## config.mk

```make
export PLATFORM = sky130hd
export DESIGN_NAME = cdc_handshake_rx_flat
export DESIGN_NICKNAME = d
export VERILOG_FILES = /design/src/rtl/cdc_pkg.sv /design/src/rtl/cdc_handshake_rx_if.sv /design/src/rtl/sync_ff_chain.sv /design/src/rtl/cdc_handshake_rx.sv /design/src/flat_wrapper.sv
export SDC_FILE = /design/constraint.sdc
export NUM_CORES = 1
export LEC_CHECK = 0
export ABC_AREA = 1
export BUFFER_PORTS_ARGS = -buffer_cell sky130_fd_sc_hd__buf_4
export CAP_MARGIN = 25
export CORE_AREA = 3 3 40 42
export CTS_CLUSTER_DIAMETER = 150
export DETAILED_ROUTE_END_ITERATION = 6
export DIE_AREA = 0 0 43 45
export PLACE_DENSITY = 0.7
export SYNTH_ARGS = -nofsm -noshare
export SYNTH_HDL_FRONTEND = slang
export SYNTH_SLANG_ARGS = --single-unit
```

## constraint.sdc

```tcl
create_clock -name i_clk -period 1.1 [get_ports i_clk]
set_input_delay 0.11 -clock i_clk [delete_from_list [all_inputs] [get_ports i_clk]]
set_output_delay 0.11 -clock i_clk [all_outputs]
set_load 0.02 [all_outputs]
```

## src/rtl/cdc_pkg.sv

```systemverilog
// Shared types and constants for the destination half of the req/ack CDC handshake.
package cdc_pkg;

  typedef enum logic [1:0] {
    IDLE   = 2'd0,
    VALID  = 2'd1,
    ACK_HI = 2'd2
  } cdc_rx_state_e;

  localparam int CDC_SYNC_STAGES_DEF = 2;
  localparam int CDC_SYNC_STAGES_MIN = 2;

endpackage

```

## src/rtl/cdc_handshake_rx_if.sv

```systemverilog
// Bundle of source-side req/ack/data and consumer-side valid/ready signals.
interface cdc_handshake_rx_if #(
  parameter int DATA_W = 8
);
  logic              i_req;
  logic [DATA_W-1:0] i_data;
  logic              o_ack;
  logic              o_valid;
  logic [DATA_W-1:0] o_data;
  logic              i_ready;
  logic              o_busy;

  modport slave (
    input  i_req, i_data, i_ready,
    output o_ack, o_valid, o_data, o_busy
  );

  modport master (
    output i_req, i_data, i_ready,
    input  o_ack, o_valid, o_data, o_busy
  );
endinterface

```

## src/rtl/sync_ff_chain.sv

```systemverilog
// Single-bit multi-flop synchronizer with asynchronous active-high reset.
module sync_ff_chain #(
  parameter int STAGES    = 2,
  parameter bit RESET_VAL = 1'b0
) (
  input  logic i_clk,
  input  logic i_rst,
  input  logic i_d,
  output logic o_q
);

  logic [STAGES-1:0] sync_p;

  always_ff @(posedge i_clk or posedge i_rst) begin
    if (i_rst) begin
      sync_p <= {STAGES{RESET_VAL}};
    end else begin
      sync_p <= {sync_p[STAGES-2:0], i_d};
    end
  end

  assign o_q = sync_p[STAGES-1];

endmodule

```

## src/rtl/cdc_handshake_rx.sv

```systemverilog
// Destination-side four-phase handshake receiver; define CDC_RX_EARLY_ACK_EN to
// acknowledge on capture instead of on consumer acceptance.
module cdc_handshake_rx
  import cdc_pkg::*;
#(
  parameter int DATA_W      = 8,
  parameter int SYNC_STAGES = CDC_SYNC_STAGES_DEF
) (
  input  logic                 i_clk,
  input  logic                 i_rst,
  cdc_handshake_rx_if.slave    bus
);

  localparam int SYNC_N = (SYNC_STAGES < CDC_SYNC_STAGES_MIN) ? CDC_SYNC_STAGES_MIN : SYNC_STAGES;

  cdc_rx_state_e     state_q, state_d;
  logic              valid_q, valid_d;
  logic              ack_q,   ack_d;
  logic [DATA_W-1:0] data_q,  data_d;
  logic              req_s;

  sync_ff_chain #(
    .STAGES    (SYNC_N),
    .RESET_VAL (1'b0)
  ) u_req_sync (
    .i_clk (i_clk),
    .i_rst (i_rst),
    .i_d   (bus.i_req),
    .o_q   (req_s)
  );

  always_ff @(posedge i_clk or posedge i_rst) begin
    if (i_rst) begin
      state_q <= IDLE;
      valid_q <= 1'b0;
      ack_q   <= 1'b0;
      data_q  <= '0;
    end else begin
      state_q <= state_d;
      valid_q <= valid_d;
      ack_q   <= ack_d;
      data_q  <= data_d;
    end
  end

  // i_data is sampled unsynchronized: the source holds it stable until it sees o_ack.
  always_comb begin
    state_d = state_q;
    valid_d = valid_q;
    ack_d   = ack_q;
    data_d  = data_q;
`ifdef CDC_RX_EARLY_ACK_EN
    if (valid_q && bus.i_ready) begin
      valid_d = 1'b0;
    end
    case (state_q)
      IDLE: begin
        if (req_s && (!valid_q || bus.i_ready)) begin
          data_d  = bus.i_data;
          valid_d = 1'b1;
          ack_d   = 1'b1;
          state_d = ACK_HI;
        end
      end
      ACK_HI: begin
        if (!req_s) begin
          ack_d   = 1'b0;
          state_d = IDLE;
        end
      end
      default: state_d = IDLE;
    endcase
`else
    case (state_q)
      IDLE: begin
        if (req_s) begin
          data_d  = bus.i_data;
          valid_d = 1'b1;
          state_d = VALID;
        end
      end
      VALID: begin
        if (valid_q && bus.i_ready) begin
          valid_d = 1'b0;
          ack_d   = 1'b1;
          state_d = ACK_HI;
        end
      end
      ACK_HI: begin
        if (!req_s) begin
          ack_d   = 1'b0;
          state_d = IDLE;
        end
      end
      default: state_d = IDLE;
    endcase
`endif
  end

  assign bus.o_ack   = ack_q;
  assign bus.o_valid = valid_q;
  assign bus.o_data  = data_q;
  assign bus.o_busy  = (state_q != IDLE);

endmodule

```

## src/flat_wrapper.sv

```systemverilog
// flat-port wrapper written by rule: the top's interface ports become plain ports
module cdc_handshake_rx_flat import cdc_pkg::*;
#(
  parameter int DATA_W      = 8,
  parameter int SYNC_STAGES = CDC_SYNC_STAGES_DEF
)
  (i_clk, i_rst, bus_i_req, bus_i_data, bus_i_ready, bus_o_ack, bus_o_valid, bus_o_data, bus_o_busy);
  cdc_handshake_rx_if #(.DATA_W(DATA_W)) bus_i ();
  input  logic i_clk;
  input  logic i_rst;
  input wire logic [$bits(bus_i.i_req)-1:0] bus_i_req;
  input wire logic [$bits(bus_i.i_data)-1:0] bus_i_data;
  input wire logic [$bits(bus_i.i_ready)-1:0] bus_i_ready;
  output wire logic [$bits(bus_i.o_ack)-1:0] bus_o_ack;
  output wire logic [$bits(bus_i.o_valid)-1:0] bus_o_valid;
  output wire logic [$bits(bus_i.o_data)-1:0] bus_o_data;
  output wire logic [$bits(bus_i.o_busy)-1:0] bus_o_busy;
  assign bus_i.i_req = bus_i_req;
  assign bus_i.i_data = bus_i_data;
  assign bus_i.i_ready = bus_i_ready;
  assign bus_o_ack = bus_i.o_ack;
  assign bus_o_valid = bus_i.o_valid;
  assign bus_o_data = bus_i.o_data;
  assign bus_o_busy = bus_i.o_busy;
  cdc_handshake_rx #(.DATA_W(DATA_W), .SYNC_STAGES(SYNC_STAGES)) u_core (.i_clk(i_clk), .i_rst(i_rst), .bus(bus_i));
endmodule
```

==> results.txt <==
Clock Skews -> 0.001248 ns
Hold WS -> 0.06465 ns
Final Hold Fails -> 0
count of cell types in the netlist -> 9
total CTS buffers -> 3
dominant cell type by area after synthesis -> dfrtp_1
Yosys reg bits -> 14
post-synthesis sequential area ratio -> 0.6452
Tot GR Track Use -> 0.1293
# DRC -> 0
CTS tree -> done
final setup fails -> 0
worst skew pair latency -> 0.27 ns
Mapped Nets -> 69
Startpoint Class -> register
Final Util -> 0.6154
diode count -> 0
status -> complete, no violations
Placer Congestion -> 0.7089
layout overhead on the synthesized area -> 45.62%
synthesized cell area -> 543.0 µm²
Starting Density -> 0.4226
Synth Area in Adders -> 0
clock slew at reported path FFs -> 0.08 ns
CTS Buffer Depth -> 2
initial antenna violation count -> 0
Synth Area per Inst -> 9.527 µm²
layout cell share with drive strength beyond 1 -> 0.3605
YS warnings -> 0
Clock Sinks -> 14
gr ovfl total -> 0
largest family of logic cells by synthesized area -> simple AND/OR/NAND/NOR gates
DR vias -> 471
Post-synth EDFFs -> 0
Initial DRC Count -> 6
remaining antenna violation count -> 0
WP data required -> 0.99 ns
Core Area -> 0.001285 mm²
mux cell area share after synthesis -> 0
Synth area leaders -> dfrtp_1 65%, nand2_1 17%, nand3_1 8.3%
top_reg_cell synth -> dfrtp_1
CP arrival -> 0.98 ns
Post-Synth Simple-Gate Area -> 0.3180
total negative slack -> 0 ns
Critical R2R Launch -> u_core.state_q[0]
TritonRoute pass-1 iters -> 4
minimum period implied by the final worst setup slack -> 1.090 ns
Post-synth ARST share -> 1.000
RSZ-0062 raised after global routing -> yes
most frequent cell after synthesis -> nand2_1
max_slew headroom -> 0.6540
Synth Area in Compound Gates -> 0
Final Cycle Share -> 0.9905
DIE AREA -> 0.001935 mm²
max-slew violations -> 0
Power Total -> 2299 µW
hold path start -> bus_i_data[0]
CTS Root Cell -> clkbuf_4
Setup WS pre-CTS -> 0.1143 ns
Via density -> 4.663
Detailed Route WL -> 1113 µm
post-synthesis instance total -> 57
HP Class -> in2reg
Slew @ Worst Pin -> 0.5185 ns
site row count -> 13
top-area cell type share of the netlist area -> 0.6452
WS Path Type -> reg2out
Leak -> 0.0004483 µW
crit path from -> u_core.state_q[0]
Die Height -> 45 µm
maximum number of pins on one net before global-route repair -> 15
hpwl dp -> 826.5 µm
Max rail drop VDD -> 0.001539 V
io pins -> 23
Crit Path Max Fanout -> 2
CP endpoint kind -> primary output
Port-buffer cells -> 22
Max Clock Freq -> 0.9178 GHz
vias in the first global route -> 433
first-pass GRT wire length -> 1849 µm
Pwr Density -> 2908 mW/mm²
Synth top cells by count -> 25 x nand2_1, 14 x dfrtp_1, 9 x nand3_1
H-tree depth -> 1
MaxCap Viol Count -> 0
post-synthesis xor/xnor area fraction -> 0
Final WS setup -> 0.01047 ns
Chip Width -> 43 µm
WL/cell -> 11.02 µm
nets -> 100
[registers in the layout, summed over array words and instances, names as in the netlist]
signal and count:
u_core.bus.o_ack 1, u_core.bus.o_data 8, u_core.bus.o_valid 1, u_core.state_q 2
u_core.u_req_sync.sync_p 2
[worst max-delay path: stages, from the launching register on]
cell and delay (ns):
dfrtp_1 0.41, nor2_4 0.13, inv_2 0.05, buf_6 0.12
[final cells by class]
cell class	instances	area, µm²
Clock buffer	3	22.52
Fill cell	113	494.2
Inverter	4	15.01
Multi-Input combinational cell	38	172.7
Sequential cell	14	350.3
Tap cell	15	18.77
Timing Repair Buffer	27	211.5
[layout by cell type, fill, tap and decap left out, drive strengths merged]
cell type    count
nand3            9
nand3b           1
inv              4
nand2           26
clkbuf           3
buf             25
nor2             2
dfrtp           14
dlygate4sd3      2
[logic make-up (layout without fill, tap and decap cells)]
kind of cell | after synthesis | after routing
buffers and inverters | 5 | 34
DFF | 14 | 14
and+or+nand+nor | 38 | 38
[layer usage]
metal | wire length, µm | part of all wire | vias up | track usage
met1 | 498 | 0.45 | 223 | 0.1795
met3 | 60 | 0.054 | 0 | 0.02390
met5 | 0 | 0 | - | 0
li1 | - | - | 236 | -
met4 | 0 | 0 | 0 | 0.05422
met2 | 553 | 0.50 | 12 | 0.2006
[through the flow]
step	area, µm²	std cells
finish	790.8	101
CTS	790.8	101
global placement	729.5	94
detailed placement	729.5	94
global route	790.8	101
floorplan	543.0	57
[path summary, 6_finish.rpt]
| kind | to | slack [ns] | cells past startpoint |
|---|---|---|---|
| worst max-delay path | bus_o_busy | 0.01 | 3 |
| worst min-delay path | u_core.bus.o_data[0] | 0.06 | 3 |
| worst max register to register | u_core.bus.o_data[6] | 0.06 | 5 |
| worst min register to register | u_core.u_req_sync.sync_p[1] | 0.36 | 0 |
| max in group asynchronous | u_core.bus.o_data[6] | 0.33 | 3 |
| min in group asynchronous | u_core.bus.o_ack | 0.43 | 3 |
[where the power goes]
| group | internal, µW | switching, µW |
|---|---|---|
| Combinational | 509 | 645 |
| Sequential | 725 | 138 |
| Clock | 127 | 156 |
[repair_timing]
| action | in CTS | in global routing |
|---|---|---|
| hold buffers | 2 | 0 |
| resized for setup | 2 | 0 |
| hold endpoints to repair | 15 | 0 |
| pin swaps | 1 | 1 |
| endpoints found under the setup margin | 1 | 9 |
| buffers inserted | 2 | 0 |
No activity file was read; power rests on OpenSTA's default activity.
